`src/rtl/ex_div_ctrl.sv`:
```
// ex_div_ctrl: multi-cycle radix-2 restoring divide sequencer for the EX stage.
// Returns {remainder, quotient} and stalls the pipeline while a divide is running.
module ex_div_ctrl #(
    parameter int WIDTH = 32,
    parameter int CNT_W = 6
) (
    input  logic                 clk,
    input  logic                 rst,
    input  logic                 signed_div_i,
    input  logic [WIDTH-1:0]     opdata1_i,
    input  logic [WIDTH-1:0]     opdata2_i,
    input  logic                 start_i,
    input  logic                 annul_i,
    output logic [2*WIDTH-1:0]   result_o,
    output logic                 ready_o,
    output logic                 stallreq_o
);
    typedef enum logic [1:0] {S_FREE, S_BYZERO, S_ON, S_END} state_t;

    state_t             state_q;
    logic [CNT_W-1:0]   cnt_q;
    logic [2*WIDTH-1:0] work_q, work_d;
    logic [WIDTH-1:0]   div_q, a_abs, b_abs, quot, rem;
    logic [WIDTH:0]     trial;
    logic               qneg_q, rneg_q, go;

    always_comb begin
        go     = start_i & ~annul_i;
        a_abs  = (signed_div_i & opdata1_i[WIDTH-1]) ? -opdata1_i : opdata1_i;
        b_abs  = (signed_div_i & opdata2_i[WIDTH-1]) ? -opdata2_i : opdata2_i;
        // a negative trial (top bit set) means the divisor did not fit: restore by shifting only
        trial  = work_q[2*WIDTH-1:WIDTH-1] - {1'b0, div_q};
        work_d = trial[WIDTH] ? {work_q[2*WIDTH-2:0], 1'b0}
                              : {trial[WIDTH-1:0], work_q[WIDTH-2:0], 1'b1};
        quot   = qneg_q ? -work_d[WIDTH-1:0] : work_d[WIDTH-1:0];
        rem    = rneg_q ? -work_d[2*WIDTH-1:WIDTH] : work_d[2*WIDTH-1:WIDTH];
    end

    assign stallreq_o = start_i & ~ready_o & ~annul_i;

    always_ff @(posedge clk or negedge rst) begin
        if (!rst) begin
            state_q  <= S_FREE;
            cnt_q    <= '0;
            work_q   <= '0;
            div_q    <= '0;
            qneg_q   <= 1'b0;
            rneg_q   <= 1'b0;
            result_o <= '0;
            ready_o  <= 1'b0;
        end else begin
            case (state_q)
                S_FREE: begin
                    ready_o  <= 1'b0;
                    result_o <= '0;
                    if (go) begin
                        state_q <= (opdata2_i == '0) ? S_BYZERO : S_ON;
                        cnt_q   <= '0;
                        work_q  <= {{WIDTH{1'b0}}, a_abs};
                        div_q   <= b_abs;
                        rneg_q  <= signed_div_i & opdata1_i[WIDTH-1];
                        qneg_q  <= signed_div_i & (opdata1_i[WIDTH-1] ^ opdata2_i[WIDTH-1]);
                    end
                end
                S_BYZERO: begin
                    if (!go) begin
                        state_q <= S_FREE;
                    end else begin
                        state_q  <= S_END;
                        ready_o  <= 1'b1;
                        result_o <= '0;
                    end
                end
                S_ON: begin
                    if (!go) begin
                        state_q <= S_FREE;
                    end else begin
                        work_q <= work_d;
                        cnt_q  <= cnt_q + 1'b1;
                        if (cnt_q == CNT_W'(WIDTH-1)) begin
                            state_q  <= S_END;
                            ready_o  <= 1'b1;
                            result_o <= {rem, quot};
                        end
                    end
                end
                default: begin
                    if (!go) begin
                        state_q  <= S_FREE;
                        ready_o  <= 1'b0;
                        result_o <= '0;
                    end
                end
            endcase
        end
    end
endmodule

```
`config.mk`:
```
export PLATFORM = sky130hd
export DESIGN_NAME = ex_div_ctrl
export DESIGN_NICKNAME = d
export VERILOG_FILES = /design/src/rtl/ex_div_ctrl.sv
export SDC_FILE = /design/constraint.sdc
export NUM_CORES = 1
export LEC_CHECK = 0
export BUFFER_PORTS_ARGS = -buffer_cell sky130_fd_sc_hd__buf_2
export CORE_ASPECT_RATIO = 0.7
export CORE_UTILIZATION = 60
export CTS_BUF_LIST = sky130_fd_sc_hd__clkbuf_8 sky130_fd_sc_hd__clkbuf_16
export DETAILED_ROUTE_END_ITERATION = 16
export PLACE_DENSITY = 0.82
export SETUP_SLACK_MARGIN = 0.15
export SYNTH_ARGS = -nofsm -noshare
export SYNTH_HDL_FRONTEND = slang
export SYNTH_SLANG_ARGS = --single-unit
```
`constraint.sdc`:
```
create_clock -name clk -period 6.2 [get_ports clk]
set_clock_uncertainty 0.05 [all_clocks]
set_input_delay 0.62 -clock clk [delete_from_list [all_inputs] [get_ports clk]]
set_output_delay 0.62 -clock clk [all_outputs]
set_load 0.01 [all_outputs]
```
## Word-level counts from Yosys, hierarchy flattened

Cells that the tools add are included.

- $add $sub $neg: 6
- Equal/unequal tests: 9
- Multiplexer cells: 28
- Bitwise gates (word level): 9
- Reduce and logical (&&, ||, !) cells: 7

Operators by type and width:

| kind | count |
|---|---|
| 2-to-1 mux 64 bit | 7 |
| one-hot mux 64 bit (3 select lines) | 1 |
| 2-to-1 mux 32 bit | 4 |
| negator 32 bit | 4 |
| one-hot mux 64 bit (2 select lines) | 1 |
| subtractor 33 x 32 -> 33 bit | 1 |
| logical NOT 32 bit | 1 |
| 2-to-1 mux 2 bit | 6 |
| 2-to-1 mux 6 bit | 2 |
| one-hot mux 6 bit (2 select lines) | 1 |
| != test 2 bit (second input constant) | 4 |
| adder 6 x 1 -> 6 bit (second input constant) | 1 |
| bitwise AND 1 bit | 6 |
| equality test 6 x 5 -> 1 bit (second input constant) | 1 |
| one-hot mux 2 bit (3 select lines) | 1 |
| AND reduction 3 bit | 2 |
| 2-to-1 mux 1 bit | 4 |
| != test 4 x 1 -> 1 bit (second input constant) | 1 |
| AND reduction 4 bit | 1 |
| != test 3 bit (second input constant) | 1 |
| one-hot mux 1 bit (3 select lines) | 1 |
| equality test 2 x 1 -> 1 bit (second input constant) | 1 |
| equality test 2 bit (second input constant) | 1 |
| logical NOT 2 bit | 1 |
| 4 further kinds | 5 |

- Register bits: 171
- Input port bits: 69
- Output and inout bits: 66
- Word-level logic and storage cells: 67

## Depth between registers and ports, before layout

- Word-level depth: 7
- Mapped depth: 22
- Gate-level depth less buffers: 19

## Worst setup path before layout

No wires, ideal clock.

- Path kind: register to register
- Start point: register work_q[31]
- End point: register result_o[28]
- Library setup time: 0.133 ns
- Arrival time: 4.493 ns
- Data required time: 6.017 ns
- Path slack: 1.523 ns
- Stages on the path, launching flop included: 23
- Clock period less this slack: 4.677 ns
- Cell sequence: dfrtp_1 > inv_1 > ha_1 > inv_1 > fa_1 > a211o_1 > a221oi_4 > a211oi_1 > o211ai_1 > and3_1 > nor2_1 > inv_2 > buf_2 > clkbuf_1 > clkbuf_1 > ha_1 > nand3_1 > or3_1 > inv_1 > nand2_1 > o31ai_1 > xor2_1 > o21ai_0

- Word-level cells in the longest chain between the ends: 7

Ends and longest elaborated chain:

| what | line | text |
|---|---|---|
| from (decl) | 22 | `logic [2*WIDTH-1:0] work_q, work_d;` |
| from (signal assigned) | 59 | `work_q <= {{WIDTH{1'b0}}, a_abs};` |
| from (signal assigned) | 78 | `work_q <= work_d;` |
| subtractor 33 x 32 -> 33 bit | 32 | `trial = work_q[2*WIDTH-1:WIDTH-1] - {1'b0, div_q};` |
| 2-to-1 mux 64 bit | 33 | `work_d = trial[WIDTH] ? {work_q[2*WIDTH-2:0], 1'b0}` |
| negator 32 bit | 35 | `quot = qneg_q ? -work_d[WIDTH-1:0] : work_d[WIDTH-1:0];` |
| 2-to-1 mux 32 bit | 35 |  |
| 2-to-1 mux 64 bit | 80 | `if (cnt_q == CNT_W'(WIDTH-1)) begin` |
| 2-to-1 mux 64 bit | 75 | `if (!go) begin` |
| one-hot mux 64 bit (3 select lines) | 52 | `case (state_q)` |
| to (signal assigned) | 83 | `result_o <= {rem, quot};` |
| to (decl) | 14 | `output logic [2*WIDTH-1:0] result_o,` |

No other way between the ends. The select of a mux whose other input is x is not followed.
A chain may end at the register's enable or synchronous reset.

## Final worst setup path

Ends and elaborated chain as after synthesis.

==> impl_results.html <==
<table>
<tr><th>Metric</th><th>Value</th></tr>
<tr><th colspan="2">Timing</th></tr>
<tr><td>F_max</td><td>between 150 and 200 MHz</td></tr>
<tr><td>Final setup violation count</td><td>0</td></tr>
<tr><td>TNS Setup</td><td>0 ps</td></tr>
<tr><td>Setup repair after global routing missed its margin</td><td>false</td></tr>
<tr><td>Number of slew-limit violations in the final report</td><td>0</td></tr>
<tr><td>Minimum period implied by the final worst setup slack</td><td>5266 ps</td></tr>
<tr><td>Worst slew slack as a fraction of its limit</td><td>roughly 24%</td></tr>
<tr><td>Period Utilization, post-route</td><td>a little over four fifths</td></tr>
<tr><td>Final-report hold violation count</td><td>0</td></tr>
<tr><td>Measured slew at the worst slew-check pin</td><td>around 1100 ps</td></tr>
<tr><td>Hold Worst Slack</td><td>128.9 ps</td></tr>
<tr><th colspan="2">Setup path</th></tr>
<tr><td>Setup crit end kind</td><td>flop</td></tr>
<tr><td>Data required time at the worst endpoint</td><td>6420 ps</td></tr>
<tr><td>Crit path launch type</td><td>flop</td></tr>
<tr><td>Arrival time of data at the critical path endpoint</td><td>5480 ps</td></tr>
<tr><td>Category of the critical setup timing path</td><td>reg -&gt; reg</td></tr>
<tr><td>Largest fanout of any net on the critical path</td><td>38</td></tr>
<tr><th colspan="2">Synthesis</th></tr>
<tr><td>Syn Std Cell Area</td><td>0.01193 mm^2</td></tr>
<tr><td>Average cell area after synthesis</td><td>~8.0 um^2</td></tr>
<tr><td>Number of enable-type register cells in the synthesized netlist</td><td>0</td></tr>
<tr><td>Net count of the mapped netlist</td><td>1594</td></tr>
<tr><td>Largest cells by area after synthesis</td><td>sky130_fd_sc_hd__dfrtp_1, sky130_fd_sc_hd__o21ai_0, sky130_fd_sc_hd__nand2_1, sky130_fd_sc_hd__xnor2_1, sky130_fd_sc_hd__xor2_1</td></tr>
<tr><td>Cell accounting for the most synthesized area</td><td>sky130_fd_sc_hd__dfrtp_1</td></tr>
<tr><td>Total number of yosys warnings</td><td>0</td></tr>
<tr><td>#FFs+latches synth</td><td>about 170</td></tr>
<tr><td>Register area share after synthesis</td><td>between 30 and 40%</td></tr>
<tr><td>Area fraction of the dominant cell type after synthesis</td><td>35.87%</td></tr>
<tr><td>Synth cell types</td><td>70</td></tr>
<tr><td>Dominant cell by count in the synthesized netlist</td><td>sky130_fd_sc_hd__nand2_1</td></tr>
<tr><td>Synthesized netlist cell count</td><td>approximately 1500</td></tr>
<tr><td>Commonest register cell after synthesis</td><td>sky130_fd_sc_hd__dfrtp_1</td></tr>
<tr><td>Top cells by count, synth</td><td>sky130_fd_sc_hd__nand2_1, sky130_fd_sc_hd__o21ai_0, sky130_fd_sc_hd__dfrtp_1</td></tr>
<tr><td>Ys async rst share</td><td>100.0%</td></tr>
<tr><th colspan="2">Finish</th></tr>
<tr><td>Number of nets in the layout</td><td>1680</td></tr>
<tr><td>Diodes inserted</td><td>0</td></tr>
<tr><td>Area overhead of the layout relative to synthesis</td><td>11.72%</td></tr>
<tr><td>Layout filler cell count</td><td>1583</td></tr>
<tr><td>Layout cells sized above 1</td><td>12.90%</td></tr>
<tr><th colspan="2">Die</th></tr>
<tr><td>Chip Width</td><td>170.5 um</td></tr>
<tr><td>Core outline area</td><td>0.01918 mm^2</td></tr>
<tr><td>Area of the die</td><td>0.02046 mm^2</td></tr>
<tr><td>Initial core utilization</td><td>about 62%</td></tr>
<tr><td>Core Rows</td><td>42</td></tr>
<tr><td>Die extent in y</td><td>120.0 um</td></tr>
<tr><td># IOs</td><td>approximately 140</td></tr>
<tr><th colspan="2">Route</th></tr>
<tr><td>Via Count</td><td>11270</td></tr>
<tr><td>Total wire length after detailed routing</td><td>between 30000 and 40000 um</td></tr>
<tr><td>Post-Route M1 WL</td><td>around 15000 um</td></tr>
<tr><td>Routed length per instance</td><td>17.21 um</td></tr>
<tr><td>DR top layer</td><td>met4</td></tr>
<tr><td>Routed vias/inst</td><td>6.106</td></tr>
<tr><td>Antenna-violating nets left</td><td>0</td></tr>
<tr><td>Number of design-rule violations left by the first detailed-router iteration</td><td>between 800 and 900</td></tr>
<tr><td>Amount of wire on met3 after detailed routing</td><td>2410 um</td></tr>
<tr><td>Remaining routing DRC violations</td><td>0</td></tr>
<tr><td>DRT Pass-1 Iters</td><td>6</td></tr>
<tr><td>DR WL met2</td><td>13950 um</td></tr>
<tr><th colspan="2">Power</th></tr>
<tr><td>Clock power share</td><td>approximately 14%</td></tr>
<tr><td>Cell Int Power</td><td>3794 uW</td></tr>
<tr><td>Pwr/cell area</td><td>just under 600 mW/mm^2</td></tr>
<tr><td>Combinational cell fraction of total power</td><td>63.3%</td></tr>
<tr><td>Sequential group share of total power</td><td>22.6%</td></tr>
<tr><td>Switch Pwr</td><td>3906 uW</td></tr>
<tr><td>Static leakage power</td><td>0.006076 uW</td></tr>
<tr><td>Overall power</td><td>7701 uW</td></tr>
<tr><td>VDD IR-drop max</td><td>~400 uV</td></tr>
<tr><td>Switching share of power</td><td>50.73%</td></tr>
<tr><th colspan="2">Clocking</th></tr>
<tr><td>Clock latency at the later pin of the worst-skew pair</td><td>430 ps</td></tr>
<tr><td>Total CTS buffers</td><td>17</td></tr>
<tr><td>Number of sinks driven by the clock tree</td><td>171</td></tr>
<tr><td>Clock transition at the registers of the reported paths</td><td>around 70 ps</td></tr>
<tr><td>Buffers inserted by post-CTS timing repair</td><td>0</td></tr>
<tr><td>Clock tree from TritonCTS</td><td>done</td></tr>
<tr><td>Maximum clock path buffer count</td><td>2</td></tr>
<tr><td>Number of buffers added to fix hold violations after cts</td><td>0</td></tr>
<tr><td>Total of cells resized after clock tree synthesis</td><td>0</td></tr>
<tr><td>Max H-tree Level</td><td>4</td></tr>
<tr><td>Cell at the root of the clock tree</td><td>sky130_fd_sc_hd__clkbuf_16</td></tr>
<tr><th colspan="2">GRT</th></tr>
<tr><td>All-Layer GR Usage</td><td>a little under a third</td></tr>
<tr><td>Global-route wire length before repair</td><td>51750 um</td></tr>
<tr><td>Initial antenna violation count</td><td>1</td></tr>
<tr><td>Number of global-route vias before repair</td><td>10140</td></tr>
<tr><td>Total congestion overflow</td><td>0</td></tr>
<tr><td>Largest net degree at the start of global routing</td><td>70</td></tr>
<tr><th colspan="2">Status</th></tr>
<tr><td>Status</td><td>completed</td></tr>
<tr><th colspan="2">Flow run</th></tr>
<tr><td>Number of maximum-capacitance constraint violations</td><td>0</td></tr>
<tr><th colspan="2">Hold path</th></tr>
<tr><td>Worst Hold Class</td><td>in -&gt; async</td></tr>
<tr><th colspan="2">Placement</th></tr>
<tr><td>Post-DP HPWL</td><td>23390 um</td></tr>
<tr><td>Routability congestion estimate from global placement</td><td>0.9468</td></tr>
<tr><td>Number of input and output port buffers inserted</td><td>134</td></tr>
</table>
[worst max-delay path, stage by stage, from the launching register on]
cell	delay, ps
sky130_fd_sc_hd__dfrtp_1	430
sky130_fd_sc_hd__inv_1	120
sky130_fd_sc_hd__ha_1	180
sky130_fd_sc_hd__inv_1	60
sky130_fd_sc_hd__fa_1	410
sky130_fd_sc_hd__a211o_1	350
sky130_fd_sc_hd__a221oi_4	430
sky130_fd_sc_hd__a211oi_1	160
sky130_fd_sc_hd__o211ai_1	240
sky130_fd_sc_hd__and3_1	250
sky130_fd_sc_hd__nor2_4	50
sky130_fd_sc_hd__inv_2	540
sky130_fd_sc_hd__ha_1	370
sky130_fd_sc_hd__nand3_1	170
sky130_fd_sc_hd__or3_1	480
sky130_fd_sc_hd__inv_1	110
sky130_fd_sc_hd__nand2_1	120
sky130_fd_sc_hd__o31ai_1	310
sky130_fd_sc_hd__xor2_1	180
sky130_fd_sc_hd__o21ai_0	90
[layout make-up]
cell class / count / area (um^2) / share of cell area, %
well taps: 264 / 330.3 / 2.479
clock inverters: 14 / 161.4 / 1.211
inverters: 58 / 217.7 / 1.634
repair buffers: 143 / 744.5 / 5.586
flip-flops and latches: 171 / 4279 / 32.11
clock buffers: 17 / 425.4 / 3.192
multi-input cells: 1178 / 7168 / 53.79
[metrics by stage]
step | util [%] | worst slack, ps | instances | cell area (um^2)
floorplan | - | 1523 | 1483 | 11930
global placement | 66.42 | 1343 | 1814 | 12740
detailed placement | 66.42 | 1110 | 1814 | 12740
CTS | 69.48 | 1048 | 1845 | 13330
global route | 69.48 | 643.1 | 1845 | 13330
finish | 69.48 | 933.8 | 1845 | 13330
[final timing paths]
check | from | end | slack, ps | cells past startpoint
max reg2reg | work_q[31] | result_o[28] | 930 | 19
min in group clk | opdata1_i[0] | work_q[0] | 420 | 3
min reg2reg | result_o[13] | result_o[13] | 420 | 2
min | rst | result_o[17] | 130 | 1
max | work_q[31] | result_o[28] | 930 | 19
max in group asynchronous | rst | result_o[42] | 4780 | 2
[per-layer routing]
metal  global-route usage (%)  vias up
met5                        0        -
met4                    7.658        0
met3                    5.013       40
met2                    47.60      447
met1                    48.08     5383
li1                         -     5396
[placed cells by master (no fill, tap or decap), drive strengths merged, types with 11 or more instances in the layout]
cell	count
buf	143
nor4	18
or4	14
clkbuf	17
nand2	236
nand3	14
dfrtp	171
or3	21
a21oi	99
o21ai	231
a211oi	12
or2	13
mux2i	33
a21o	11
nand4	11
nor3	26
nor2	112
o31ai	28
xor2	69
xnor2	69
inv	67
ha	41
[registers in the layout, indices dropped and copies added, names as in the netlist]
register / flops
result_o: 64
work_q: 64
div_q: 32
cnt_q: 6
state_q: 2
qneg_q: 1
ready_o: 1
rneg_q: 1
[power groups by stage]
stage	clock network (uW)	registers (uW)	logic, uW
after floorplan	0	1620	3780
after global placement	0	1720	4630
after detailed placement	0	1740	4740
after CTS	1090	1730	4790
after global routing	1140	1780	5360
final	1090	1740	4880
[cell families (layout without fill, tap and decap cells)]
kind of cell	after synthesis	count (layout)	share of synthesized area, %
flops	171	171	35.87
fa+ha+maj	42	42	4.468
buf+inv	134	232	4.279
mux	39	39	3.335
xor+xnor	138	138	10.13
compound gates	448	448	21.96
simple gates	511	511	19.95
Note: power is estimated with default switching activity, not from simulation.
